==> src/rtl/quantser_pkg.sv <==
// rtl/quantser_pkg.sv - shared types, default precision and qlen clamp for the quantizer/serializer
package quantser_pkg;

  localparam int QS_BQMAX = 16;

  typedef enum logic {IDLE, SHIFT} quantser_state_t;

  // qlen=0 still emits one bit; anything above the maximum precision is capped
  function automatic int clamp_qlen(input int qlen, input int bqmax);
    if (qlen < 1) return 1;
    if (qlen > bqmax) return bqmax;
    return qlen;
  endfunction

endpackage

==> src/rtl/quant_saturate.sv <==
// rtl/quant_saturate.sv - window select + saturate to a left-justified BQMAX-bit code
// QUANTSER_ROUND_EN: round-half-up on the bit below the window instead of truncation
module quant_saturate
  import quantser_pkg::*;
#(
  parameter int BP    = 45,
  parameter int BQMAX = QS_BQMAX,
  parameter int BMSB  = $clog2(BP),
  parameter int BQLEN = $clog2(BQMAX + 1)
) (
  input  logic [BP-1:0]    din,
  input  logic [BMSB-1:0]  msbidx,
  input  logic [BQLEN-1:0] len,
  input  logic             sgn,
  output logic [BQMAX-1:0] code
);

  localparam int W = BP + BQMAX + 1;

  logic [BMSB-1:0]      mi;
  logic signed [W-1:0]  dext;
  logic signed [W-1:0]  q;
  logic signed [W-1:0]  one;
  logic signed [W-1:0]  sat_hi;
  logic signed [W-1:0]  sat_lo;
  logic signed [W-1:0]  umax;
  logic signed [W-1:0]  val;
  int                   s;
`ifdef QUANTSER_ROUND_EN
  logic                 rbit;
`endif

  // Range compare on the scaled value is equivalent to checking the bits above the window
  always_comb begin
    mi     = (int'(msbidx) > BP - 1) ? BMSB'(BP - 1) : msbidx;
    dext   = {{(W-BP){din[BP-1]}}, din};
    one    = W'(1);
    s      = int'(mi) + 1 - int'(len);
    q      = (s >= 0) ? (dext >>> s) : (dext <<< (-s));
`ifdef QUANTSER_ROUND_EN
    rbit   = 1'b0;
    if (s >= 1) rbit = 1'(dext >> (s - 1));
    q      = q + {{(W-1){1'b0}}, rbit};
`endif
    sat_hi = (one <<< (len - BQLEN'(1))) - one;
    sat_lo = -(one <<< (len - BQLEN'(1)));
    umax   = (one <<< len) - one;
    val    = q;
    if (sgn) begin
      if (q > sat_hi)      val = sat_hi;
      else if (q < sat_lo) val = sat_lo;
    end else begin
      if (din[BP-1])       val = '0;
      else if (q > umax)   val = umax;
    end
    code   = BQMAX'(val << (BQMAX - int'(len)));
  end

endmodule

==> src/rtl/quantser.sv <==
// rtl/quantser.sv - quantize one scaled word per handshake and emit it MSB-first bit-serially
// QUANTSER_ROUND_EN selects rounding inside quant_saturate
module quantser
  import quantser_pkg::*;
#(
  parameter int BP    = 45,
  parameter int BQMAX = QS_BQMAX,
  parameter int BMSB  = $clog2(BP),
  parameter int BQLEN = $clog2(BQMAX + 1)
) (
  input  logic             clk,
  input  logic             clr,
  input  logic             din_valid,
  output logic             din_ready,
  input  logic [BP-1:0]    din,
  input  logic [BMSB-1:0]  msbidx,
  input  logic [BQLEN-1:0] qlen,
  input  logic             sgn,
  output logic             dout,
  output logic             dout_valid,
  output logic             dout_last,
  input  logic             dout_ready
);

  quantser_state_t  state, state_nxt;
  logic [BQMAX-1:0] shreg;
  logic [BQLEN-1:0] cnt;
  logic [BQLEN-1:0] lenq;
  logic [BQMAX-1:0] code;
  logic             take, fin, accept;

  assign lenq = BQLEN'(clamp_qlen(int'(qlen), BQMAX));

  quant_saturate #(
    .BP   (BP),
    .BQMAX(BQMAX),
    .BMSB (BMSB),
    .BQLEN(BQLEN)
  ) u_sat (
    .din   (din),
    .msbidx(msbidx),
    .len   (lenq),
    .sgn   (sgn),
    .code  (code)
  );

  // cnt holds bits remaining after the current one, so last is simply cnt==0
  assign dout_valid = (state == SHIFT);
  assign dout       = dout_valid & shreg[BQMAX-1];
  assign dout_last  = dout_valid && (cnt == '0);
  assign take       = dout_valid && dout_ready;
  assign fin        = take && dout_last;
  assign din_ready  = (state == IDLE) || fin;
  assign accept     = din_valid && din_ready;

  always_ff @(posedge clk or posedge clr) begin
    if (clr) state <= IDLE;
    else     state <= state_nxt;
  end

  always_comb begin
    state_nxt = state;
    case (state)
      IDLE:    if (accept) state_nxt = SHIFT;
      SHIFT:   if (fin && !accept) state_nxt = IDLE;
      default: state_nxt = IDLE;
    endcase
  end

  always_ff @(posedge clk or posedge clr) begin
    if (clr) begin
      shreg <= '0;
      cnt   <= '0;
    end else if (accept) begin
      shreg <= code;
      cnt   <= lenq - BQLEN'(1);
    end else if (take) begin
      shreg <= {shreg[BQMAX-2:0], 1'b0};
      if (!dout_last) cnt <= cnt - BQLEN'(1);
    end
  end

endmodule

==> config.mk <==
export PLATFORM = sky130hd
export DESIGN_NAME = quantser
export DESIGN_NICKNAME = d
export VERILOG_FILES = /design/src/rtl/quantser_pkg.sv /design/src/rtl/quant_saturate.sv /design/src/rtl/quantser.sv
export SDC_FILE = /design/constraint.sdc
export NUM_CORES = 1
export LEC_CHECK = 0
export ABC_CLOCK_PERIOD_IN_PS = 6020
export CORE_ASPECT_RATIO = 1.25
export CORE_MARGIN = 2
export CORE_UTILIZATION = 40
export CTS_BUF_LIST = sky130_fd_sc_hd__clkbuf_8
export CTS_CLUSTER_DIAMETER = 60
export DETAILED_ROUTE_END_ITERATION = 12
export RECOVER_POWER = 25
export SLEW_MARGIN = 20
export SYNTH_ARGS = -nofsm -noshare
export SYNTH_HDL_FRONTEND = slang
export SYNTH_HIERARCHICAL = 1
export SYNTH_SLANG_ARGS = --single-unit
==> constraint.sdc <==
create_clock -name clk -period 6.02 [get_ports clk]
set_clock_uncertainty 0.05 [all_clocks]
set_input_delay 0.903 -clock clk [delete_from_list [all_inputs] [get_ports clk]]
set_output_delay 0.903 -clock clk [all_outputs]
set_load 0.1 [all_outputs]
==> run summary <==
status - finished with violations
failing checks - DRC, setup timing
Sum Neg Setup Slack - -51.02 ns
number of global-route vias before repair - 26200
Switch Pwr - 4.44 mW
sequential-to-total area share from yosys stat - 3.02%
clk_lat worst skew - 0.27 ns
DRT Wirelength - 104000 um
final number of hold-violating endpoints - 0
Flop pwr share - 2.6%
post-route worst setup slack - -3.32 ns
All-Layer GR Usage - 42.5%
Yosys reg bits - 22
Tcrit/Tclk final - 155%
Fmax - 107 MHz
crit start category - input pin
utilization after layout - 62.8%
Critical Path AT - 9.49 ns
top cell type by total area after synthesis - ha_1
unrepaired setup endpoints after global routing - yes
Worst path slowest cell - or3_4
Layout Nets - 3790
CTS clk-pin slew, worst paths - 0.09 ns
share of total power in the clock network - 1.7%
routability cong. - 1.10
CTS buffer count - 3
Root Driver - clkbuf_8
first drt pass iteration count - 10
Logic pwr share - 95.7%
Setup WS pre-CTS - -4.46 ns
core area - 45100 sq um
DR WL/cell - 25.5 um
initial antenna violation count - 0
die width - 195 um
type of the worst min-delay path - flip-flop to flip-flop
Sink Count - 22
row cnt - 87
post-synth net total - 2900
IO Count - 65
Worst setup EP type - flip-flop
number of H-tree levels - 1
post-detailed-route count of antenna-violating nets - 0
P per Cell Area - 295 nW/um^2
Initial Util - 40.4%
slowest cell delay on critical path - 0.44 ns
Mapped Area - 18200 sq um
Main synth FF type - dfrtp_1
Slew @ Worst Pin - 1.00 ns
critical-path maximum fanout - 13
DRC viols - 1
hold_buf cts - 0
I/O Buffers - 64
grt ovf - 0
n_diodes - 0
chip height - 243 um
Critical Path RT - 6.17 ns
share of cells above drive strength 1 - 39.2%
die area - 47300 sq um
FILL cells - 4119
DR vias - 26100
CTS tree - built
largest net degree at the start of global routing - 52
final setup violation count - 16
Iteration-0 DRC Markers - 2202
Avg Cell Area, Syn - 6.94 sq um
Max-slew headroom - 33.1%
Netlist cell types - 109
maxcap violations - 0
Tmin final - 9.34 ns
critical path type - input pin to flip-flop
Area contributors post-synth - ha_1 (15%), mux4_2 (8.0%), nand2_1 (6.8%), o21ai_0 (5.9%), a21oi_1 (5.6%)
Async SR Flop Fraction - 100%
Post-synth EDFFs - 0
area share of the largest cell type after synthesis - 14.8%
CTS max path bufs - 2
total power - 8.33 mW
fin. max-slew vios - 0
commonest non-fill, non-tap cells in the layout - buf_4 (982), nand2_1 (317), nor2_1 (221)
detailed placement HPWL - 85900 um
first-pass GRT wire length - 155000 um
register area - 551 sq um
Vias/cell - 6.39
Multi-input gate area - 18000 sq um
Pint - 3.89 mW
final hold slack - 0.438 ns
Post-Syn Instances - 2622
Yosys Warn Count - 6
most common cell after layout, fill and taps aside - buf_4
sw frac - 53.3%
area added between synthesis and finish - 55.3%
maximum VDD drop - 0.173 mV
cell mode on critical path - buf_4
Lkg Pwr - 12.9 nW
-- kinds of logic after synthesis --
logic type / share of synthesized area [%]
buf+inv: 6.07
simple gates: 24.0
flops: 3.02
fa+ha+maj: 15.0
mux: 14.8
xor+xnor: 2.47
compound gates: 34.6
-- critical path, delay by kind of cell --
kind	cells	cell delay [ns]
AO/OA/AOI/OAI	12	1.96
XOR/XNOR	1	0.15
adder cells (fa/ha/maj)	5	1.26
buffers and inverters	10	1.36
multiplexers	3	0.73
AND/OR/NAND/NOR	18	3.10
-- flip-flops by register name, indices dropped and copies added, names as in the netlist --
| signal | count |
|---|---|
| shreg | 16 |
| cnt | 5 |
| dout_valid | 1 |
-- stage by stage --
step                cells  cell area, sq um
floorplan            2622             18600
detailed placement   4031             26600
finish               4089             28300
CTS                  4063             27500
global route         4089             28300
global placement     4031             26600
-- synthesized netlist by cell type, types with 29 or more instances --
library cell and count:
o211ai_1 68, mux2i_1 89, a21oi_1 204, mux2_2 31, a21o_1 66, a211oi_1 68, nand3_1 89, nand2b_1 35
nand4_1 45, nand2_1 328, nor3_1 59, nor2_1 232, inv_1 72, clkbuf_1 142, o21ai_0 214, nor2b_1 29
mux4_2 65, a31oi_1 40, ha_1 216
-- path summary, 6_finish.rpt --
kind                       startpoint   endpoint  slack, ns  cells after the start
min                         shreg[15]  shreg[15]       0.44                      2
min reg2reg                 shreg[15]  shreg[15]       0.44                      2
max                           qlen[2]  shreg[11]      -3.32                     49
min in group asynchronous         clr  shreg[10]       1.20                      2
max reg2reg                dout_valid     cnt[4]       3.38                      9
max in group asynchronous         clr  shreg[13]       4.17                      2
-- per-layer routing --
layer,track usage [%],wire [um]
met1,44.5,35800
met3,4.51,6820
met4,39.2,12000
met2,74.7,49800
met5,0,0
-- repair_timing --
| item | in CTS | in global routing |
|---|---|---|
| setup endpoints to repair | 16 | 16 |
| gates resized for setup | 153 | 107 |
| gates cloned | 0 | 2 |
| pin swaps | 79 | 96 |
| hold endpoints to repair | 0 | 0 |
| setup buffers | 29 | 29 |
-- cell type report --
class / instances / area share [%]
inverter: 76 / 1.02
timing repair buffer: 1086 / 30.5
clock inverter: 1 / 0.106
clock buffer: 3 / 0.146
multi-input combinational: 2323 / 63.7
tap: 578 / 2.56
sequential: 22 / 1.95
-- power by group through the flow --
stage / Sequential (mW) / Combinational [mW] / Clock [mW]
after global routing: 0.221 / 8.44 / 0.155
after detailed placement: 0.220 / 7.22 / 0
after floorplan: 0.213 / 3.76 / 0
after global placement: 0.216 / 7.09 / 0
after CTS: 0.217 / 7.52 / 0.145
final: 0.218 / 7.97 / 0.144
Power figures use the tool's default switching activity.
==> patch, RTL diff (config.mk and constraints unchanged) <==
Build with the macro `QUANTSER_ROUND_EN` defined.
--- a/src/rtl/quant_saturate.sv
+++ b/src/rtl/quant_saturate.sv
@@ -2,2 +2,4 @@
 // QUANTSER_ROUND_EN: round-half-up on the bit below the window instead of truncation
+`define QUANTSER_ROUND_EN
+
 module quant_saturate
Formal check against the unedited RTL: not equivalent (a bounded check fails within 4 cycles, from zero or initial values).
==> patch against the original RTL <==
The flow finishes with violations (setup timing); wire length up 11%; synthesized cell count grew 8.5%; synthesized area increased by 10%; global-route usage is 0.52 points higher; via count increased by 11%; power increased by 14%; count of clock-buffer cells in the layout did not move; design area up 9.9%; die area increased by 10%; register-to-register slack improved by 0.06 ns; sequential cell count stayed put; non-clock buffer count increased by 136; setup slack worse by 1.7 ns; fmax decreased by 15%; critical endpoint is now shreg[14]$_DFFE_PP0P_.
==> patch: results (changes against the original RTL) <==
Pwr
  – Pleak: 14.1 nW (+9.0%)
  – Worst IR drop on VDD: 0.000216 V (+25%)
  – NetSw: 0.00510 W (+15%)

Route
  – Metal3 WL: 7900 µm (+16%)
  – First-pass DRT Iterations: 7 (-3)
  – Routed WL: 116000 µm (+11%)
  – Routed wl met2: 54000 µm (+8.5%)
  – Via density: 6.42 (+0.41%)
  – DRC errors left: 0 (-1)
  – Uppermost layer routed: met5

Synthesis
  – Synth unique cells: 108 (-0.92%)

Global route
  – First-pass GRT wire length: 171000 µm (+11%)
  – Number of global-route vias before repair: 28588 (+9.3%)
  – Initial antenna violation count: 2 (+2)
  – M3 GR Usage: 5.02% (+0.51 points)

Cells and area
  – Fraction of area in multi-input gates: 63.1% (-0.57 points)
  – # fillers: 4527 (+9.9%)
  – Fraction of layout cells with a size suffix above 1: 40.2% (+1.0 points)
  – Non-clk bufs: 1222 (+13%)

Worst setup path
  – Worst path arrival time: 11.12 ns (+1.63 ns)
  – Flop2flop setup slack: 3.44 ns (+0.06 ns)
  – CP endpoint: shreg[14]$_DFFE_PP0P_
  – Highest-delay cell along the critical path: fa_4

Outcome
  – Run status: finished, violations left
  – Failing checks: setup timing

Timing
  – Slack of the critical path: -5.01 ns (-1.69 ns)
  – Setup violations, final: 16 (unchanged)
## patch: cell count changes after synthesis, sizes merged, moves of 18 or more
cell / delta
mux2: +22
buf: +20
mux2i: +50
nand2: -26
a21o: -36
a21oi: +37
and2: +18
o211ai: -24
o22ai: +18
xnor2: +23
or3: +20
## patch: per-stage QoR
stage	total power (W)	setup WS, ns	std cells	util, %	hold WS [ns]
global route	0.00999	-5.25	4517	62.7	0.467
floorplan	0.00445	-4.91	2844	-	0.392
finish	0.00951	-5.01	4517	62.7	0.441
detailed placement	0.00850	-6.05	4458	59.2	0.421
CTS	0.00899	-4.74	4494	61.1	0.443
global placement	0.00835	-5.82	4458	59.2	0.411
## patch: cells by family (layout without fill, tap and decap cells)
logic type | after synthesis | after routing | synth area share, %
and+or+nand+nor | 1011 | 1011 | 25.1
AOI/OAI and AO/OA | 959 | 959 | 31.8
buffers and inverters | 300 | 1321 | 6.55
muxes | 249 | 249 | 16.3
adders and majority gates | 224 | 224 | 14.0
xor gates and xnor gates | 79 | 79 | 3.56
DFF | 22 | 22 | 2.74
other | 0 | 1 | 0
## patch: power groups by stage
stage / Clock [W] / Sequential (W) / Combinational, W
floorplan: 0 / 0.000212 / 0.00424
global placement: 0 / 0.000215 / 0.00814
detailed placement: 0 / 0.000216 / 0.00828
CTS: 0.000140 / 0.000214 / 0.00864
global route: 0.000147 / 0.000219 / 0.00962
finish: 0.000141 / 0.000215 / 0.00916
## patch: repair_timing
action | 4_1_cts | 5_1_grt
gates resized for setup | 146 | 126
buffers inserted | 31 | 22
cloned | 2 | 0
pin swaps | 69 | 66
setup endpoints to repair | 16 | 16
## patch: worst min-delay path, delay by kind of cell, from the launching register on
family	cells	cell delay (ns)
flip-flops	1	0.35
AO/OA/AOI/OAI	1	0.06
AND/OR/NAND/NOR	1	0.05
